**src/rtl/mat_loader.sv**
```systemverilog
// mat_loader: accepts a valid/ready element stream, fills mat1 then mat2 in row-major
// order, holds both for the multiplier and pulses run_done. Optional framing check: MAT_LOADER_LAST_CHECK_EN.
module mat_loader #(
    parameter int N_ROWS     = 3,
    parameter int N_COLUMNS  = 2,
    parameter int DATA_WIDTH = 32
) (
    input  logic                                             clk,
    input  logic                                             reset,
    input  logic                                             in_valid,
    output logic                                             in_ready,
    input  logic signed [DATA_WIDTH-1:0]                     in_data,
    output logic [N_ROWS-1:0][N_COLUMNS-1:0][DATA_WIDTH-1:0] mat1,
    output logic [N_ROWS-1:0][N_COLUMNS-1:0][DATA_WIDTH-1:0] mat2,
    output logic                                             enable_mult,
    input  logic                                             mult_done,
    output logic                                             run_done,
    output logic                                             busy
`ifdef MAT_LOADER_LAST_CHECK_EN
    ,
    input  logic                                             in_last,
    output logic                                             frame_err
`endif
);

    localparam int ROW_W = (N_ROWS > 1) ? $clog2(N_ROWS) : 1;
    localparam int COL_W = (N_COLUMNS > 1) ? $clog2(N_COLUMNS) : 1;
    localparam logic [ROW_W-1:0] ROW_LAST = ROW_W'(N_ROWS - 1);
    localparam logic [COL_W-1:0] COL_LAST = COL_W'(N_COLUMNS - 1);

    typedef enum logic [1:0] {
        LOAD_A = 2'd0,
        LOAD_B = 2'd1,
        RUN    = 2'd2,
        DONE   = 2'd3
    } state_t;

    state_t           r_state;
    state_t           w_next_state;
    logic [ROW_W-1:0] r_row;
    logic [ROW_W-1:0] w_next_row;
    logic [COL_W-1:0] r_col;
    logic [COL_W-1:0] w_next_col;
    logic             r_enable_mult;
    logic             r_run_done;
    logic             w_loading;
    logic             w_accept;
    logic             w_last_elem;
    logic             w_frame_mismatch;
    logic             w_store;

    logic [N_ROWS-1:0][N_COLUMNS-1:0][DATA_WIDTH-1:0] r_mat1;
    logic [N_ROWS-1:0][N_COLUMNS-1:0][DATA_WIDTH-1:0] r_mat2;

    assign w_loading   = (r_state == LOAD_A) || (r_state == LOAD_B);
    assign in_ready    = w_loading && !reset;
    assign w_accept    = in_valid && in_ready;
    assign w_last_elem = (r_row == ROW_LAST) && (r_col == COL_LAST);

    // A framing mismatch drops the element and restarts the pair from mat1[0][0].
`ifdef MAT_LOADER_LAST_CHECK_EN
    assign w_frame_mismatch = w_accept && (in_last != w_last_elem);
`else
    assign w_frame_mismatch = 1'b0;
`endif

    assign w_store = w_accept && !w_frame_mismatch;

    always_comb begin
        // NOTE: every output of this block gets a default first, so no path can
        // leave a value unassigned and infer a latch.
        w_next_state = r_state;
        unique case (r_state)
            LOAD_A: begin
                if (w_frame_mismatch) begin
                    w_next_state = LOAD_A;
                end else if (w_accept && w_last_elem) begin
                    w_next_state = LOAD_B;
                end
            end
            LOAD_B: begin
                if (w_frame_mismatch) begin
                    w_next_state = LOAD_A;
                end else if (w_accept && w_last_elem) begin
                    w_next_state = RUN;
                end
            end
            RUN: begin
                if (mult_done) begin
                    w_next_state = DONE;
                end
            end
            DONE: begin
                w_next_state = LOAD_A;
            end
            default: begin
                w_next_state = LOAD_A;
            end
        endcase
    end

    // Row/col counters walk the matrix in row-major order without any division.
    always_comb begin
        w_next_row = r_row;
        w_next_col = r_col;
        if (w_frame_mismatch) begin
            w_next_row = '0;
            w_next_col = '0;
        end else if (w_accept) begin
            if (r_col == COL_LAST) begin
                w_next_col = '0;
                w_next_row = (r_row == ROW_LAST) ? '0 : r_row + ROW_W'(1);
            end else begin
                w_next_col = r_col + COL_W'(1);
            end
        end
    end

    always_ff @(posedge clk) begin
        // NOTE: state registers use non-blocking assignments so every flop samples
        // the pre-edge values regardless of statement order.
        if (reset) begin
            r_state       <= LOAD_A;
            r_row         <= '0;
            r_col         <= '0;
            r_enable_mult <= 1'b0;
            r_run_done    <= 1'b0;
        end else begin
            r_state       <= w_next_state;
            r_row         <= w_next_row;
            r_col         <= w_next_col;
            r_enable_mult <= (w_next_state == RUN);
            r_run_done    <= (w_next_state == DONE);
        end
    end

    always_ff @(posedge clk) begin
        // NOTE: the operand arrays are reset because a reset must discard any
        // partially loaded pair, not just rewind the counters.
        if (reset) begin
            r_mat1 <= '0;
            r_mat2 <= '0;
        end else if (w_store) begin
            if (r_state == LOAD_A) begin
                r_mat1[r_row][r_col] <= in_data;
            end else begin
                r_mat2[r_row][r_col] <= in_data;
            end
        end
    end

`ifdef MAT_LOADER_LAST_CHECK_EN
    logic r_frame_err;

    always_ff @(posedge clk) begin
        if (reset) begin
            r_frame_err <= 1'b0;
        end else begin
            r_frame_err <= w_frame_mismatch;
        end
    end

    assign frame_err = r_frame_err;
`endif

    assign mat1        = r_mat1;
    assign mat2        = r_mat2;
    assign enable_mult = r_enable_mult;
    assign run_done    = r_run_done;
    assign busy        = (r_state != LOAD_A) || (r_row != '0) || (r_col != '0);

endmodule

```
**config.mk**
```make
export PLATFORM = sky130hd
export DESIGN_NAME = mat_loader
export DESIGN_NICKNAME = d
export VERILOG_FILES = /design/src/rtl/mat_loader.sv
export SDC_FILE = /design/constraint.sdc
export NUM_CORES = 1
export LEC_CHECK = 0
export ABC_AREA = 0
export BUFFER_PORTS_ARGS = -buffer_cell sky130_fd_sc_hd__buf_2
export CAP_MARGIN = 20
export CELL_PAD_IN_SITES_DETAIL_PLACEMENT = 1
export CELL_PAD_IN_SITES_GLOBAL_PLACEMENT = 2
export CORE_MARGIN = 2
export CORE_UTILIZATION = 30
export DETAILED_ROUTE_END_ITERATION = 10
export MAX_ROUTING_LAYER = met4
export PLACE_DENSITY_LB_ADDON = 0.1
export SYNTH_ARGS = -nofsm -noshare
export SYNTH_HDL_FRONTEND = slang
export SYNTH_SLANG_ARGS = --single-unit
```
**constraint.sdc**
```tcl
create_clock -name clk -period 2 [get_ports clk]
set_input_delay 0.1 -clock clk [delete_from_list [all_inputs] [get_ports clk]]
set_output_delay 0.1 -clock clk [all_outputs]
set_load 0.1 [all_outputs]
```
==> impl_summary.txt, run 1 <==
----------------------------------------------------
[Floorplan]
  I/O pin cnt ... 424
  Area enclosed by the die boundary ... 0.05248 sq mm
  Standard cell core area ... 0.05007 sq mm
  Vertical die dimension ... 229.1 microns
  Initial core utilization ... 30.36%
  Die width ... 229.1 microns
  Std-Cell Rows ... 82

[Worst setup path]
  Required time reported for the critical path endpoint ... 1900 ps
  Worst setup EP type ... output port
  Worst R2R Setup Slack ... 130 ps
  Largest fanout on the critical path ... 7
  Startpoint of the worst register-to-register path ... r_state[1]
  Startpoint-to-endpoint class of the critical path ... flop to output port
  Worst r2r path cells ... 5
  Startpoint class of the critical path ... flop
  Arrival @ worst endpoint ... 1900 ps
  Destination of the worst register-to-register timing path ... mat2[6]

[Timing]
  Portion of the clock cycle consumed by the worst path in the final layout ... 99.99%
  Post-route setup TNS ... 0 ps
  Actual slew at the worst max-slew pin ... 1144 ps
  WHS ... 10.44 ps
  Unrepaired setup endpoints after global routing ... yes
  Minimum period implied by the final worst setup slack ... 2000 ps
  Final number of hold-violating endpoints ... 0
  Peak Freq ... 500.0 MHz
  Worst slew margin relative to its limit ... 23.76%
  Final worst setup slack ... 0.1239 ps
  Max Slew Vio Count ... 0
  Clock Skew ... 10.08 ps
  Setup violation total in the final timing report ... 0

[Yosys]
  Warning count from the yosys run ... 0
  Synth Instances ... 1778
  Post-Syn Area per Cell ... 8.548 sq um
  Net count of the mapped netlist ... 1814
  Sequential area share after synthesis ... 51.50%
  Count of state elements after synthesis ... 391
  Number of enable flip-flop cells after synthesis ... 0
  Synth async-reset ratio ... 0%
  Dominant synthesized flop cell ... sky130_fd_sc_hd__dfxtp_1
  Number of distinct standard cells referenced by the synthesized netlist ... 38
  Total standard cell area after synthesis ... 0.01520 sq mm

[Global route]
  Global routing usage summed across all routing layers ... 26.84%
  Pin count of the biggest net entering global routing ... 212
  Global-route wire length before repair ... 102600 microns
  Antenna violations before repair ... 4
  Via count of the first global-routing pass ... 14850
  Total overflow reported by the global router ... 0

[Status]
  Outcome ... completed

[Worst hold path]
  Min-Delay Endpoint ... mat2[59]
  Hold path start ... in_data[27]
  Hold/Removal Path Class ... primary input to flop
  Hold Crit Depth ... 3

[Power and ir drop]
  Static power due to leakage ... 7.987 nW
  Internal power ... 0.01304 W
  Maximum vdd ir drop ... 0.5057 mV
  NetSw ... 0.005013 W
  Switching Share ... 27.78%
  Clk network pwr share ... 45.9%
  Power per unit of standard cell area ... 930.8 mW/mm^2
  Total design power ... 0.01805 W
  Share of power burned in registers ... 43.8%
  Combinational power share ... 10.4%

[CTS]
  Worst-path clk slew ... 60 ps
  H-Tree Depth ... 2
  Number of clock buffers inserted by TritonCTS ... 46
  TritonCTS clock tree ... built
  Maximum clock insertion buffer count ... 3
  Clk Tree Root Cell ... sky130_fd_sc_hd__clkbuf_16
  CTS sink count ... 391
  Clk_lat worst skew ... 570 ps

[Place]
  Count of input and output buffers ... 423
  Pre-CTS setup slack ... 165.8 ps
  GP Congestion ... 0.7502
  HPWL after DPL ... 42460 microns

[Routing]
  Total routed wirelength ... 70870 microns
  Average wire length per cell after detail routing ... 25.54 microns
  DRT Pass-1 Iters ... 5
  Antenna-violating nets left ... 0
  Initial DRC count ... 1248
  Total via count in the routed design ... 14750
  Number of vias per cell after detailed routing ... 5.317
  Remaining DRCs ... 0

[Finish]
  Combined flip-flop and latch cell area ... 0.007834 sq mm
  Ratio of cells with drive above 1 in the final layout ... 26.63%
  Synthesis-to-layout area growth ... 27.59%
  Filler Cell Count ... 5957
  Area of the multi-input gates ... 0.006411 sq mm
  Share of the core filled with cells ... 38.73%
  Number of diodes added for antenna fixing ... 0
  Final Net Count ... 2107

[Flow run]
  Reported max-cap violation count ... 0

----------------------------------------------------
cells by family after synthesis:
kind of cell,share of synthesized area (%)
AO/OA/AOI/OAI,21.78
AND/OR/NAND/NOR,15.86
flip-flops,51.50
buffers and inverters,6.808
multiplexers,3.993
XOR/XNOR,0.05764
worst max path at each step:
stage                   from        end  slack [ps]  depth (start not counted)
floorplan              reset   in_ready         300                          5
global placement    r_row[0]  mat1[183]         210                          4
detailed placement  r_row[0]   mat2[68]         170                          4
CTS                    r_col       busy         -50                          3
global route           r_col       busy         -60                          3
finish                 r_col       busy         0.1                          3
area by class of cell:
class | instances | area share, %
clock buffers | 77 | 7.420
clock inverters | 3 | 0.09678
inverters | 1 | 0.01936
multi-input cells | 1156 | 33.06
flip-flops and latches | 391 | 40.40
well taps | 672 | 4.336
repair buffers | 475 | 14.67
power by group through the flow:
stage,combinational [W],clock (W),sequential [W]
6_report,0.00188,0.00828,0.00790
5_1_grt,0.00195,0.00880,0.00790
4_1_cts,0.00189,0.00846,0.00790
2_1_floorplan,0.000729,0,0.00852
3_3_place_gp,0.00186,0,0.00806
3_5_place_dp,0.00186,0,0.00807
flip-flops by register name (all words and copies together), names as in the netlist:
name,flops
r_col,1
mat1,192
enable_mult,1
run_done,1
r_row,2
mat2,192
r_state,2
metrics by stage:
| stage | cell area [sq um] | instances |
|---|---|---|
| floorplan | 15200 | 1778 |
| global placement | 17850 | 2690 |
| detailed placement | 17850 | 2690 |
| CTS | 19390 | 2775 |
| global route | 19390 | 2775 |
| finish | 19390 | 2775 |
per-layer routing:
layer  part of all wire [%]  routed length [microns]  track usage (%)
met3                    6.6                     4677            6.362
met5                      0                        0                -
met2                     48                    33680            42.82
met4                    2.8                     1972            7.549
met1                     43                    30540            33.89
worst max-delay path, stage by stage (launching register included):
cell	delay, ps
sky130_fd_sc_hd__dfxtp_2	350
sky130_fd_sc_hd__or3_4	420
sky130_fd_sc_hd__or3_4	370
sky130_fd_sc_hd__buf_12	180
synth_stat cells, types with 5 or more instances:
library cell	count	share of area [%]
sky130_fd_sc_hd__o31ai_1	5	0.25
sky130_fd_sc_hd__o21ai_1	100	3.3
sky130_fd_sc_hd__mux2_1	11	0.82
sky130_fd_sc_hd__nand2b_1	70	2.9
sky130_fd_sc_hd__mux2i_1	46	3.0
sky130_fd_sc_hd__buf_1	18	0.44
sky130_fd_sc_hd__buf_2	47	1.5
sky130_fd_sc_hd__a21oi_1	329	11
sky130_fd_sc_hd__nand4_1	5	0.21
sky130_fd_sc_hd__clkbuf_1	148	3.7
sky130_fd_sc_hd__buf_6	12	0.89
sky130_fd_sc_hd__dfxtp_1	391	52
sky130_fd_sc_hd__buf_4	5	0.25
sky130_fd_sc_hd__nand3_1	321	11
sky130_fd_sc_hd__o21ai_0	220	7.2
sky130_fd_sc_hd__nor2b_1	14	0.58
placed cells by master, fill, tap and decap left out, types with 25 or more instances in the layout:
cell type                   count
sky130_fd_sc_hd__nand2b_1      70
sky130_fd_sc_hd__dfxtp_1      388
sky130_fd_sc_hd__o21ai_0      220
sky130_fd_sc_hd__o21ai_1      100
sky130_fd_sc_hd__clkbuf_16     47
sky130_fd_sc_hd__mux2i_1       46
sky130_fd_sc_hd__nand3_1      320
sky130_fd_sc_hd__a21oi_1      329
sky130_fd_sc_hd__buf_12        25
sky130_fd_sc_hd__buf_2        421
timing repair:
item	CTS	global route
endpoints found under the setup margin	1	1
setup buffers	0	0
hold buffers	5	0
resized for setup	10	0
hold endpoints to repair	28	0
Power figures use the tool's default switching activity.
==> run 2: changes to the inputs <==
Clock period 2 ns to 2.2 ns, I/O delays scaled along.
==> impl_summary.txt, run 2 (synthesized netlist as in run 1, its figures left out) <==
----------------------------------------------------
[Routing]
  Initial DRC count ... 1134 (-9.1%)
  Total via count in the routed design ... 14890 (+0.89%)
  Number of vias per cell after detailed routing ... 5.382 (+1.2%)
  Total routed wirelength ... 72060 microns (+1.7%)
  Remaining DRCs ... 0 (unchanged)
  Antenna-violating nets left ... 0 (unchanged)
  DRT Pass-1 Iters ... 5 (unchanged)
  Average wire length per cell after detail routing ... 26.05 microns (+2.0%)

[Worst setup path]
  Largest fanout on the critical path ... 14 (+7)
  Worst path cell trace ... or3_4 -> or3_4 -> buf_8
  Gate family responsible for the most delay along the worst path ... simple AND/OR/NAND/NOR gates
  Worst setup EP type ... output port
  Startpoint class of the critical path ... flop
  Startpoint-to-endpoint class of the critical path ... flop to output port
  Worst path max stage delay ... 430 ps (about the same)
  Worst R2R Setup Slack ... 260 ps (+130 ps)
  Buf+Inv Stages, Crit Path ... 1 (unchanged)
  Arrival @ worst endpoint ... 1940 ps (+40 ps)
  Cell at the slowest stage of the critical path ... sky130_fd_sc_hd__or3_4
  Crit-path most repeated cell ... sky130_fd_sc_hd__or3_4
  Required time reported for the critical path endpoint ... 2090 ps (+190 ps)

[Finish]
  Final Net Count ... 2101 (-0.28%)
  Most frequent cells in the layout ... sky130_fd_sc_hd__buf_2 (421), sky130_fd_sc_hd__dfxtp_1 (388), sky130_fd_sc_hd__a21oi_1 (329), sky130_fd_sc_hd__nand3_1 (320), sky130_fd_sc_hd__o21ai_0 (220)
  Share of the core filled with cells ... 38.39% (-0.34 points)
  Commonest non-fill, non-tap cell in the layout ... sky130_fd_sc_hd__buf_2
  Ratio of cells with drive above 1 in the final layout ... 26.31% (-0.32 points)
  Filler Cell Count ... 5993 (+0.60%)
  Combined flip-flop and latch cell area ... 0.007834 sq mm (unchanged)
  Synthesis-to-layout area growth ... 26.46%
  Area of the multi-input gates ... 0.006409 sq mm (about the same)
  Number of diodes added for antenna fixing ... 0 (unchanged)
  Final design area excluding fillers ... 0.01922 sq mm (-0.89%)
  Final non-filler cell total ... 2766 (-0.32%)

[Place]
  Standard cell area after detailed placement ... 0.01773 sq mm (-0.69%)
  GP Congestion ... 0.7874 (+5.0%)
  Placed cells ... 2684 (-0.22%)
  HPWL after DPL ... 43520 microns (+2.5%)
  Count of input and output buffers ... 423 (unchanged)

[Global route]
  Pin count of the biggest net entering global routing ... 152 (-28%)
  Global-route wire length before repair ... 103800 microns (+1.2%)
  Via count of the first global-routing pass ... 14870 (+0.15%)
  Antenna violations before repair ... 0 (-4)
  Global routing usage summed across all routing layers ... 27.35% (+0.50 points)
  Total overflow reported by the global router ... 0 (unchanged)

[Floorplan]
  Std-Cell Rows ... 82 (unchanged)
  Vertical die dimension ... 229.1 microns (unchanged)
  I/O pin cnt ... 424 (unchanged)
  Area enclosed by the die boundary ... 0.05248 sq mm (unchanged)
  Standard cell core area ... 0.05007 sq mm (unchanged)
  Die width ... 229.1 microns (unchanged)
  Initial core utilization ... 30.36% (unchanged)

[Power and ir drop]
  Maximum vdd ir drop ... 0.5481 mV (+8.4%)
  Power per unit of standard cell area ... 846.7 mW/mm^2 (-9.0%)
  Static power due to leakage ... 7.915 nW (-0.90%)

[Worst hold path]
  Hold/Removal Path Class ... primary input to flop

[Timing]
  Peak Freq ... 486.8 MHz
  Max Slew Vio Count ... 0 (unchanged)
  Portion of the clock cycle consumed by the worst path in the final layout ... 93.37%
  Unrepaired setup endpoints after global routing ... no
  Clock Skew ... 13.54 ps (+3.461 ps)
  Post-route setup TNS ... 0 ps (unchanged)
  Worst slew margin relative to its limit ... 43.43% (+20 points)
  Final number of hold-violating endpoints ... 0 (unchanged)
  Minimum period implied by the final worst setup slack ... 2054 ps
  Actual slew at the worst max-slew pin ... 848.5 ps (-295.1 ps)
  WHS ... 32.18 ps (+21.73 ps)
  Setup violation total in the final timing report ... 0 (unchanged)

[CTS]
  H-Tree Depth ... 2 (unchanged)
  Clk_lat worst skew ... 580 ps (about the same)
  Maximum clock insertion buffer count ... 3 (unchanged)
  CTS sink count ... 391 (unchanged)
  Number of clock buffers inserted by TritonCTS ... 47 (+2.2%)
  Worst-path clk slew ... 60 ps (about the same)
  Clk Tree Root Cell ... sky130_fd_sc_hd__clkbuf_16
  TritonCTS clock tree ... built

[Status]
  Outcome ... completed

[Flow run]
  Reported max-cap violation count ... 0 (unchanged)

----------------------------------------------------
[run 2: path summary, 6_finish.rpt]
| kind | endpoint | startpoint | depth (start not counted) |
|---|---|---|---|
| hold reg to reg | mat2[133] | mat2[133] | 2 |
| hold / removal | mat1[0] | in_data[0] | 3 |
| setup reg to reg | mat2[122] | r_state[1] | 6 |
| setup / recovery | busy | r_col | 3 |
[run 2: stage by stage]
step                power [W]  worst slack, ps
finish                0.01627            145.9
global placement     0.008997            316.8
global route          0.01679            98.09
CTS                   0.01646            106.3
floorplan            0.008407            23.11
detailed placement   0.009009            219.1
[run 2: power by group]
| part | internal, W | switching, W |
|---|---|---|
| Sequential | 0.00714 | 0.0000450 |
| Combinational | 0.000264 | 0.00141 |
| Clock | 0.00431 | 0.00310 |
[run 2: area by class of cell]
cell class	count	share of cell area (%)
multi-input cells	1156	33.34
repair buffers	468	14.10
clock buffers	72	7.246
clock inverters	6	0.1562
flip-flops and latches	391	40.76
well taps	672	4.375
inverters	1	0.01953
[run 2: layer usage]
metal	global-route usage [%]	share of wire, %	wire length [microns]
met2	42.69	47	33680
met4	8.766	2.9	2091
met1	35.27	44	31960
met5	-	0	0
met3	5.852	6.0	4328
[run 2: tightest hold or removal path: cells and delay by family]
kind / cells / cell delay (ps)
buffers and inverters: 1 / 250
AO/OA/AOI/OAI: 1 / 60
AND/OR/NAND/NOR: 1 / 130
[run 2: timing repair]
action / in CTS / in global routing
setup buffers: 0 / 0
hold buffers: 4 / 0
endpoints found under the setup margin: 1 / 0
resized for setup: 9 / 0
endpoints found under the hold margin: 25 / 0
==> run 3: changes to the inputs <==
Settings changed: GPL_ROUTABILITY_DRIVEN from default to 0, GPL_TIMING_DRIVEN from default to 0, SKIP_CTS_REPAIR_TIMING from default to 1.
==> impl_summary.txt, run 3 (synthesized netlist as in run 1, its figures left out) <==
----------------------------------------------------
[Routing]
  Antenna-violating nets left ... 0 (unchanged)
  Total routed wirelength ... 78410 microns (+8.8%)
  Remaining DRCs ... 0 (unchanged)
  Total via count in the routed design ... 15990 (+7.4%)
  Average wire length per cell after detail routing ... 26.14 microns (+0.35%)
  Number of vias per cell after detailed routing ... 5.330 (-0.95%)
  Initial DRC count ... 1035 (-8.7%)
  DRT Pass-1 Iters ... 5 (unchanged)

[Worst setup path]
  Cell at the slowest stage of the critical path ... sky130_fd_sc_hd__or3_4
  Worst setup EP type ... output port
  Startpoint-to-endpoint class of the critical path ... flop to output port
  Required time reported for the critical path endpoint ... 2090 ps (about the same)
  Arrival @ worst endpoint ... 2100 ps (+160 ps)
  Startpoint class of the critical path ... flop
  Worst path cell trace ... or3_4 -> or3_1 -> buf_4
  Worst path max stage delay ... 540 ps (+110 ps)
  Largest fanout on the critical path ... 11 (-3)

[Place]
  Pre-CTS setup slack ... -157.0 ps (-376.1 ps)
  HPWL after DPL ... 55540 microns (+28%)
  Count of input and output buffers ... 422 (-0.24%)

[Timing]
  Final number of hold-violating endpoints ... 0 (unchanged)
  Portion of the clock cycle consumed by the worst path in the final layout ... 100.6% (+7.2 points)
  Clock Skew ... 11.29 ps (-2.244 ps)
  Final worst setup slack ... -13.21 ps (-159.1 ps)
  Worst slew margin relative to its limit ... 20.95% (-22 points)
  WHS ... 68.50 ps (+36.32 ps)
  Max Slew Vio Count ... 0 (unchanged)
  Peak Freq ... 451.8 MHz (-7.2%)
  Minimum period implied by the final worst setup slack ... 2213 ps (+159.1 ps)
  Actual slew at the worst max-slew pin ... 1186 ps (+337.3 ps)
  Setup violation total in the final timing report ... 1 (+1)
  Unrepaired setup endpoints after global routing ... yes

[CTS]
  Clk_lat worst skew ... 580 ps (about the same)
  Number of clock buffers inserted by TritonCTS ... 47 (unchanged)
  Worst-path clk slew ... 60 ps (about the same)
  H-Tree Depth ... 2 (unchanged)
  Maximum clock insertion buffer count ... 3 (unchanged)
  TritonCTS clock tree ... built
  CTS sink count ... 391 (unchanged)
  Clk Tree Root Cell ... sky130_fd_sc_hd__clkbuf_16

[Power and ir drop]
  Clk network pwr share ... 46.3% (+0.8 points)
  Share of power burned in registers ... 42.5% (-1.7 points)
  Internal power ... 0.01218 W (+4.0%)
  Combinational power share ... 11.2% (+0.9 points)
  NetSw ... 0.004712 W (+3.5%)
  Static power due to leakage ... 8.477 nW (+7.1%)
  Power per unit of standard cell area ... 831.3 mW/mm^2 (-1.8%)
  Maximum vdd ir drop ... 0.4557 mV (-17%)
  Switching Share ... 27.89% (-0.093 points)

[Floorplan]
  Area enclosed by the die boundary ... 0.05248 sq mm (unchanged)
  Initial core utilization ... 30.36% (unchanged)
  I/O pin cnt ... 424 (unchanged)
  Vertical die dimension ... 229.1 microns (unchanged)
  Std-Cell Rows ... 82 (unchanged)
  Die width ... 229.1 microns (unchanged)
  Standard cell core area ... 0.05007 sq mm (unchanged)

[Finish]
  Ratio of cells with drive above 1 in the final layout ... 25.92% (-0.39 points)
  Final Net Count ... 2331 (+11%)
  Most frequent cells in the layout ... sky130_fd_sc_hd__buf_2 (464), sky130_fd_sc_hd__dfxtp_1 (391), sky130_fd_sc_hd__a21oi_1 (329), sky130_fd_sc_hd__nand3_1 (321), sky130_fd_sc_hd__o21ai_0 (220)
  Synthesis-to-layout area growth ... 33.73%
  Commonest non-fill, non-tap cell in the layout ... sky130_fd_sc_hd__buf_2
  Filler Cell Count ... 6045 (+0.87%)

[Status]
  Failing checks ... setup timing
  Outcome ... complete, but fails checks

[Global route]
  Global-route wire length before repair ... 110500 microns (+6.5%)
  Pin count of the biggest net entering global routing ... 12 (-92%)
  Global routing usage summed across all routing layers ... 29.49% (+2.1 points)
  Total overflow reported by the global router ... 0 (unchanged)
  Via count of the first global-routing pass ... 15930 (+7.1%)
  Antenna violations before repair ... 1 (+1)

[Worst hold path]
  Hold/Removal Path Class ... primary input to flop

[Flow run]
  Reported max-cap violation count ... 0 (unchanged)

----------------------------------------------------
==> run 3: cell types whose count changed in the layout (fill, tap and decap cells not counted), sizes merged <==
cell         change
clkinv           -6
buf             +51
dlygate4sd3     +29
clkbuf         +158
diode            +1
==> run 3: path summary, 6_finish.rpt <==
kind         startpoint  slack [ps]   endpoint  depth (start not counted)
min            in_valid          70      r_col                          4
min reg2reg   mat1[134]         470  mat1[134]                          2
max               r_col         -10       busy                          3
max reg2reg  r_state[0]          90  mat2[124]                          5
==> run 3: stage by stage <==
step           utilization [%]  TNS (ps)  power, W  instance area (sq um)  instances
2_1_floorplan                -         0  0.008407                  15200       1778
3_3_place_gp             36.25    -18190  0.009086                  18150       2872
3_5_place_dp             36.73    -11780  0.009153                  18390       2885
4_1_cts                  39.79     -6173   0.01696                  19920       2965
5_1_grt                  40.59    -70.78   0.01738                  20320       2999
6_report                 40.59    -13.21   0.01690                  20320       2999
==> run 3: critical path: cells and delay by family (launching register included) <==
kind                   cells  cell delay (ps)
AND/OR/NAND/NOR            2              920
buffers and inverters      1              250
flip-flops                 1              340
==> run 3: layout make-up <==
class	count	area, sq um	area share [%]
tap	672	840.8	4.137
inverter	1	3.754	0.01847
timing repair buffer	472	2704	13.30
antenna	1	2.502	0.01231
multi-input combinational	1156	6361	31.30
sequential	391	7828	38.51
clock buffer	80	1533	7.541
buffer	226	1052	5.177
==> run 3: per-layer routing <==
metal	up-vias	track usage (%)	wire length, microns
met3	117	6.188	4834
met2	495	48.27	37400
met4	0	9.416	2560
li1	7329	-	-
met1	8045	36.30	33620
met5	-	-	0
==> run 3: power by group through the flow <==
stage | clock network [W] | logic (W) | registers (W)
after CTS | 0.00795 | 0.00182 | 0.00718
final | 0.00783 | 0.00189 | 0.00718
after global placement | 0 | 0.00175 | 0.00733
after floorplan | 0 | 0.000662 | 0.00775
after global routing | 0.00822 | 0.00197 | 0.00719
after detailed placement | 0 | 0.00182 | 0.00734
